**src/rtl/serial_add_sequencer.sv**
```systemverilog
// Operand sequencer for the one-bit serial adder: accepts a parallel operand
// pair, streams it LSB-first into the adder and reassembles the parallel sum,
// carry-out and signed-overflow flag behind a valid/ready result handshake.
module serial_add_sequencer #(
  parameter int unsigned WIDTH = 8
) (
  input  logic             clk,
  input  logic             rst,
  input  logic             in_valid,
  output logic             in_ready,
  input  logic [WIDTH-1:0] op_a,
  input  logic [WIDTH-1:0] op_b,
  output logic             ser_a,
  output logic             ser_b,
  output logic             carry_clr,
  input  logic             ser_s,
  input  logic             ser_cout,
  output logic             out_valid,
  input  logic             out_ready,
  output logic [WIDTH-1:0] sum,
  output logic             cout,
  output logic             ovf
);

  localparam int unsigned CntW = $clog2(WIDTH + 1);
  localparam logic [CntW-1:0] CntMsbIn = CntW'(WIDTH - 2);
  localparam logic [CntW-1:0] CntLast  = CntW'(WIDTH - 1);

  typedef enum logic [1:0] {StIdle, StClear, StShift, StDone} state_e;

  state_e           state_q, state_d;
  logic [WIDTH-1:0] a_sh_q, a_sh_d;
  logic [WIDTH-1:0] b_sh_q, b_sh_d;
  logic [WIDTH-1:0] sum_sh_q, sum_sh_d;
  logic [CntW-1:0]  cnt_q, cnt_d;
  logic             c_msb_in_q, c_msb_in_d;
  logic             cout_q, cout_d;

  // State and datapath registers, synchronous active-high reset.
  always_ff @(posedge clk) begin
    if (rst) begin
      state_q    <= StIdle;
      a_sh_q     <= '0;
      b_sh_q     <= '0;
      sum_sh_q   <= '0;
      cnt_q      <= '0;
      c_msb_in_q <= 1'b0;
      cout_q     <= 1'b0;
    end else begin
      state_q    <= state_d;
      a_sh_q     <= a_sh_d;
      b_sh_q     <= b_sh_d;
      sum_sh_q   <= sum_sh_d;
      cnt_q      <= cnt_d;
      c_msb_in_q <= c_msb_in_d;
      cout_q     <= cout_d;
    end
  end

  // Next-state and datapath update.
  always_comb begin
    state_d    = state_q;
    a_sh_d     = a_sh_q;
    b_sh_d     = b_sh_q;
    sum_sh_d   = sum_sh_q;
    cnt_d      = cnt_q;
    c_msb_in_d = c_msb_in_q;
    cout_d     = cout_q;
    case (state_q)
      StIdle: begin
        if (in_valid) begin
          a_sh_d     = op_a;
          b_sh_d     = op_b;
          sum_sh_d   = '0;
          cnt_d      = '0;
          c_msb_in_d = 1'b0;
          cout_d     = 1'b0;
          state_d    = StClear;
        end
      end
      StClear: state_d = StShift;
      StShift: begin
        sum_sh_d = {ser_s, sum_sh_q[WIDTH-1:1]};
        a_sh_d   = a_sh_q >> 1;
        b_sh_d   = b_sh_q >> 1;
        cnt_d    = cnt_q + CntW'(1);
        // Carry out of bit WIDTH-2 is the carry into the MSB.
        if (cnt_q == CntMsbIn) c_msb_in_d = ser_cout;
        if (cnt_q == CntLast) begin
          cout_d  = ser_cout;
          state_d = StDone;
        end
      end
      StDone: begin
        if (out_ready) state_d = StIdle;
      end
      default: state_d = StIdle;
    endcase
  end

  // Outputs decoded from registered state only.
  always_comb begin
    in_ready  = (state_q == StIdle);
    carry_clr = (state_q == StClear);
    ser_a     = (state_q == StShift) & a_sh_q[0];
    ser_b     = (state_q == StShift) & b_sh_q[0];
    out_valid = (state_q == StDone);
    sum       = sum_sh_q;
    cout      = cout_q;
    ovf       = c_msb_in_q ^ cout_q;
  end

endmodule

```
**config.mk**
```make
export PLATFORM = sky130hd
export DESIGN_NAME = serial_add_sequencer
export DESIGN_NICKNAME = d
export VERILOG_FILES = /design/src/rtl/serial_add_sequencer.sv
export SDC_FILE = /design/constraint.sdc
export NUM_CORES = 1
export LEC_CHECK = 0
export ABC_CLOCK_PERIOD_IN_PS = 1500
export CAP_MARGIN = 20
export CELL_PAD_IN_SITES_DETAIL_PLACEMENT = 1
export CELL_PAD_IN_SITES_GLOBAL_PLACEMENT = 1
export CORE_MARGIN = 8
export CORE_UTILIZATION = 32
export CTS_CLUSTER_DIAMETER = 200
export DETAILED_ROUTE_END_ITERATION = 10
export PLACE_DENSITY_LB_ADDON = 0.1
export SKIP_CTS_REPAIR_TIMING = 1
export SYNTH_ARGS = -nofsm -noshare
export SYNTH_HDL_FRONTEND = slang
export SYNTH_SLANG_ARGS = --single-unit
```
**constraint.sdc**
```tcl
create_clock -name clk -period 1.5 [get_ports clk]
set_input_delay 0.3 -clock clk [delete_from_list [all_inputs] [get_ports clk]]
set_output_delay 0.3 -clock clk [all_outputs]
set_load 0.03 [all_outputs]
```
==> results.md <==
* Status: finished with violations
* Failing checks: negative setup slack
* ANT nets after route at 0
* Dpl ws at -191 ps
* Worst hold path type: flop to flop
* Yosys warns at 0
* Total wirelength of the detailed-routed design at around 4.3 mm
* Worst reg2reg endpoint: state_q[1]
* Met3 routed wirelength at roughly 210 um
* Number of sinks handled by clock tree synthesis at 32
* Clock buffers created by TritonCTS at 5
* Setup total negative slack at -127 ps
* Number of design-rule violations left by the first detailed-router iteration at 35
* IR drop worst, VDD at 0.886 mV
* IO Count at 37
* Via count of the first global-routing pass at 1398
* Average footprint of a synthesized cell at roughly 9.5 um2
* Reg-to-reg startpoint: state_q[1]
* Overall die width at roughly 84 um
* P&R area growth vs syn at 56.8%
* Fin. Hold Viols at 0
* # diodes at 0
* Hold Slack at approximately 480 ps
* Maximum level of the CTS H-tree at 2
* Highest routed metal layer: met4
* Clock period minus worst slack at between 1500 and 2000 ps
* Core box area at ~4600 um2
* Overall die area at between 7000 and 8000 um2
* Final setup violating endpoints at 3
* Startpoint type of the worst setup path: flop
* Total global routing track utilization at 0.115
* Post-synthesis async set-or-reset flop share at 0
* Core Rows at 25
* CP endpoint: ser_b
* Final count of pins violating max slew at 0
* Post-detailed-route wirelength per cell at roughly 16 um
* PnR worst setup slack at -71.5 ps
* Total congestion overflow after global routing at 0
* Transition time at the pin with the least slew margin at 324 ps
* Share of final-layout standard cells stronger than drive strength 1 at 0.264
* Power density relative to cell area at approximately 1900 nW/um2
* Max Root-Sink Buffers at 2
* Data arrival time at the worst-slack endpoint at around 1300 ps
* Sequential cell area fraction in the yosys report at 0.429
* EDFF count, synth at 0
* Clock root buffer: clkbuf_8
* Setup slack of the most critical reg-to-reg path at -20 ps
* Max-cap viol count at 0
* Final worst clock skew at around 3.3 ps
* Filler cells at 520
* Number of unique standard cell types used by synthesis at 30
* Relative slew slack at 0.784
* Total number of vias at 1353
* Number of cells after detailed placement at between 200 and 300
* Post-detailed-route via-to-cell ratio at around 5.0
* Crit path capture type: primary output
* Worst reg-to-reg path cell count at 6
* Pin count of the biggest net entering global routing at 31
* Cells after synthesis at 158
* Initial antenna violation count at 0
* DRC at 0
* Length of the first detailed-routing pass in iterations at 4
* Critical path required time at roughly 1200 ps
* Leakage component of the power at around 1.1 nW
* Detail Placement HPWL at about 3 mm
* RSZ-0062 raised after global routing: true
* Max Clk Rate at ~0.64 GHz
* Starting density of the core at 0.325
* Startpoint of the most critical setup path: state_q[0]
* Wire length of the first global-routing pass at slightly below 7 mm
* Setup Crit Path Kind: flop to primary output
* Clock-pin slew reported for the worst setup and hold paths after clock tree synthesis at 60 ps
* Nets in the synthesized netlist at 186
* Number of buffers added on ports at 36
* Die extent in y at around 84 um
* TritonCTS clock tree: yes
* Flip-flop and latch count after synthesis at 32
* Top FF cell, synth: dfxtp_1
* Crit Path Max Fanout at 6
* Post-synthesis cell area at between 1000 and 1500 um2
* Number of standard cells in the final layout excluding fillers at 270
* Clock latency of the later-clocked register in the worst-skew pair at about 280 ps
* Crit share post-route at 1.05
* Final net count at 243
* Routed length on met1 at 1.77 mm
* DR WL met2 at around 2.2 mm
* Final Wtd Congestion at roughly 0.75
area by class of cell:
class	instances	area (um2)	area share
Multi-Input combinational cell	110	827	0.353
Timing Repair Buffer	62	692	0.295
Sequential cell	32	646	0.276
Clock buffer	8	90.1	0.0385
Tap cell	54	67.6	0.0288
Inverter	4	20.0	0.00855
cells in the mapped netlist, types with 2 or more instances:
| cell type | number | share of area |
|---|---|---|
| nor2_1 | 25 | 0.063 |
| and2_1 | 4 | 0.017 |
| o32ai_1 | 2 | 0.012 |
| nand3b_1 | 3 | 0.015 |
| nor2b_1 | 2 | 0.0084 |
| buf_6 | 2 | 0.015 |
| mux2i_1 | 15 | 0.10 |
| dfxtp_1 | 32 | 0.43 |
| o21ai_0 | 2 | 0.0067 |
| buf_4 | 3 | 0.015 |
| inv_1 | 4 | 0.010 |
| ha_1 | 6 | 0.050 |
| a211oi_1 | 14 | 0.070 |
| a21oi_1 | 7 | 0.023 |
| a22oi_1 | 9 | 0.045 |
| nand2b_1 | 3 | 0.013 |
| nand2_1 | 6 | 0.015 |
| clkbuf_1 | 4 | 0.010 |
| nand3_1 | 2 | 0.0067 |
| buf_2 | 3 | 0.010 |
per-stage QoR:
stage	area [um2]	util	total power, W
2_1_floorplan	1500	-	0.00247
3_3_place_gp	2020	0.440	0.00305
3_5_place_dp	2020	0.440	0.00315
4_1_cts	2110	0.460	0.00383
5_1_grt	2340	0.509	0.00479
6_report	2340	0.509	0.00448
per-layer routing:
metal / global-route usage / vias up
met5: 0 / -
met4: 0.0471 / 0
met3: 0.0436 / 9
met2: 0.197 / 27
met1: 0.124 / 647
li1: - / 670
critical path, stage by stage, from the launching register on:
cell and delay, ps:
dfxtp_2 350, inv_4 50, ha_4 180, buf_6 130, and2_4 150, buf_6 130
report_power, final:
group / switching, W / internal, W / total (W)
Sequential: 0.000160 / 0.00112 / 0.00128
Clock: 0.000292 / 0.000374 / 0.000665
Combinational: 0.00118 / 0.00136 / 0.00254
worst min path at each step:
stage | start | to | slack (ps) | cells past startpoint
detailed placement | a_sh_q[7] | a_sh_q[7] | 450 | 2
global placement | a_sh_q[7] | a_sh_q[7] | 440 | 2
global route | b_sh_q[7] | b_sh_q[7] | 490 | 2
CTS | a_sh_q[7] | a_sh_q[7] | 460 | 2
floorplan | a_sh_q[7] | a_sh_q[7] | 430 | 2
finish | b_sh_q[7] | b_sh_q[7] | 480 | 2
cells in the final DEF (no fill, tap or decap), types with 3 or more instances in the layout:
master and count:
buf_4 19, nor2_1 25, nand3b_1 3, dfxtp_1 30, nand2b_1 3, buf_12 6
clkdlybuf4s50_1 21, nand2_1 6, a211oi_1 10, buf_6 5, mux2i_1 15, ha_1 4
dlymetal6s2s_1 9, a21oi_1 6, a22oi_1 9, a211oi_2 5, clkbuf_8 6
state kept, by name, summed over array words and instances (netlist names):
register    flops
a_sh_q          8
b_sh_q          8
sum             8
cnt_q           4
state_q         2
c_msb_in_q      1
cout            1
kinds of logic after synthesis:
| kind of cell | synth area share |
|---|---|
| adder cells (fa/ha/maj) | 0.0502 |
| AO/OA/AOI/OAI | 0.184 |
| multiplexers | 0.100 |
| flip-flops | 0.429 |
| XOR/XNOR | 0.00586 |
| AND/OR/NAND/NOR | 0.170 |
| buffers and inverters | 0.0603 |
(Power assumes the default switching activity.)
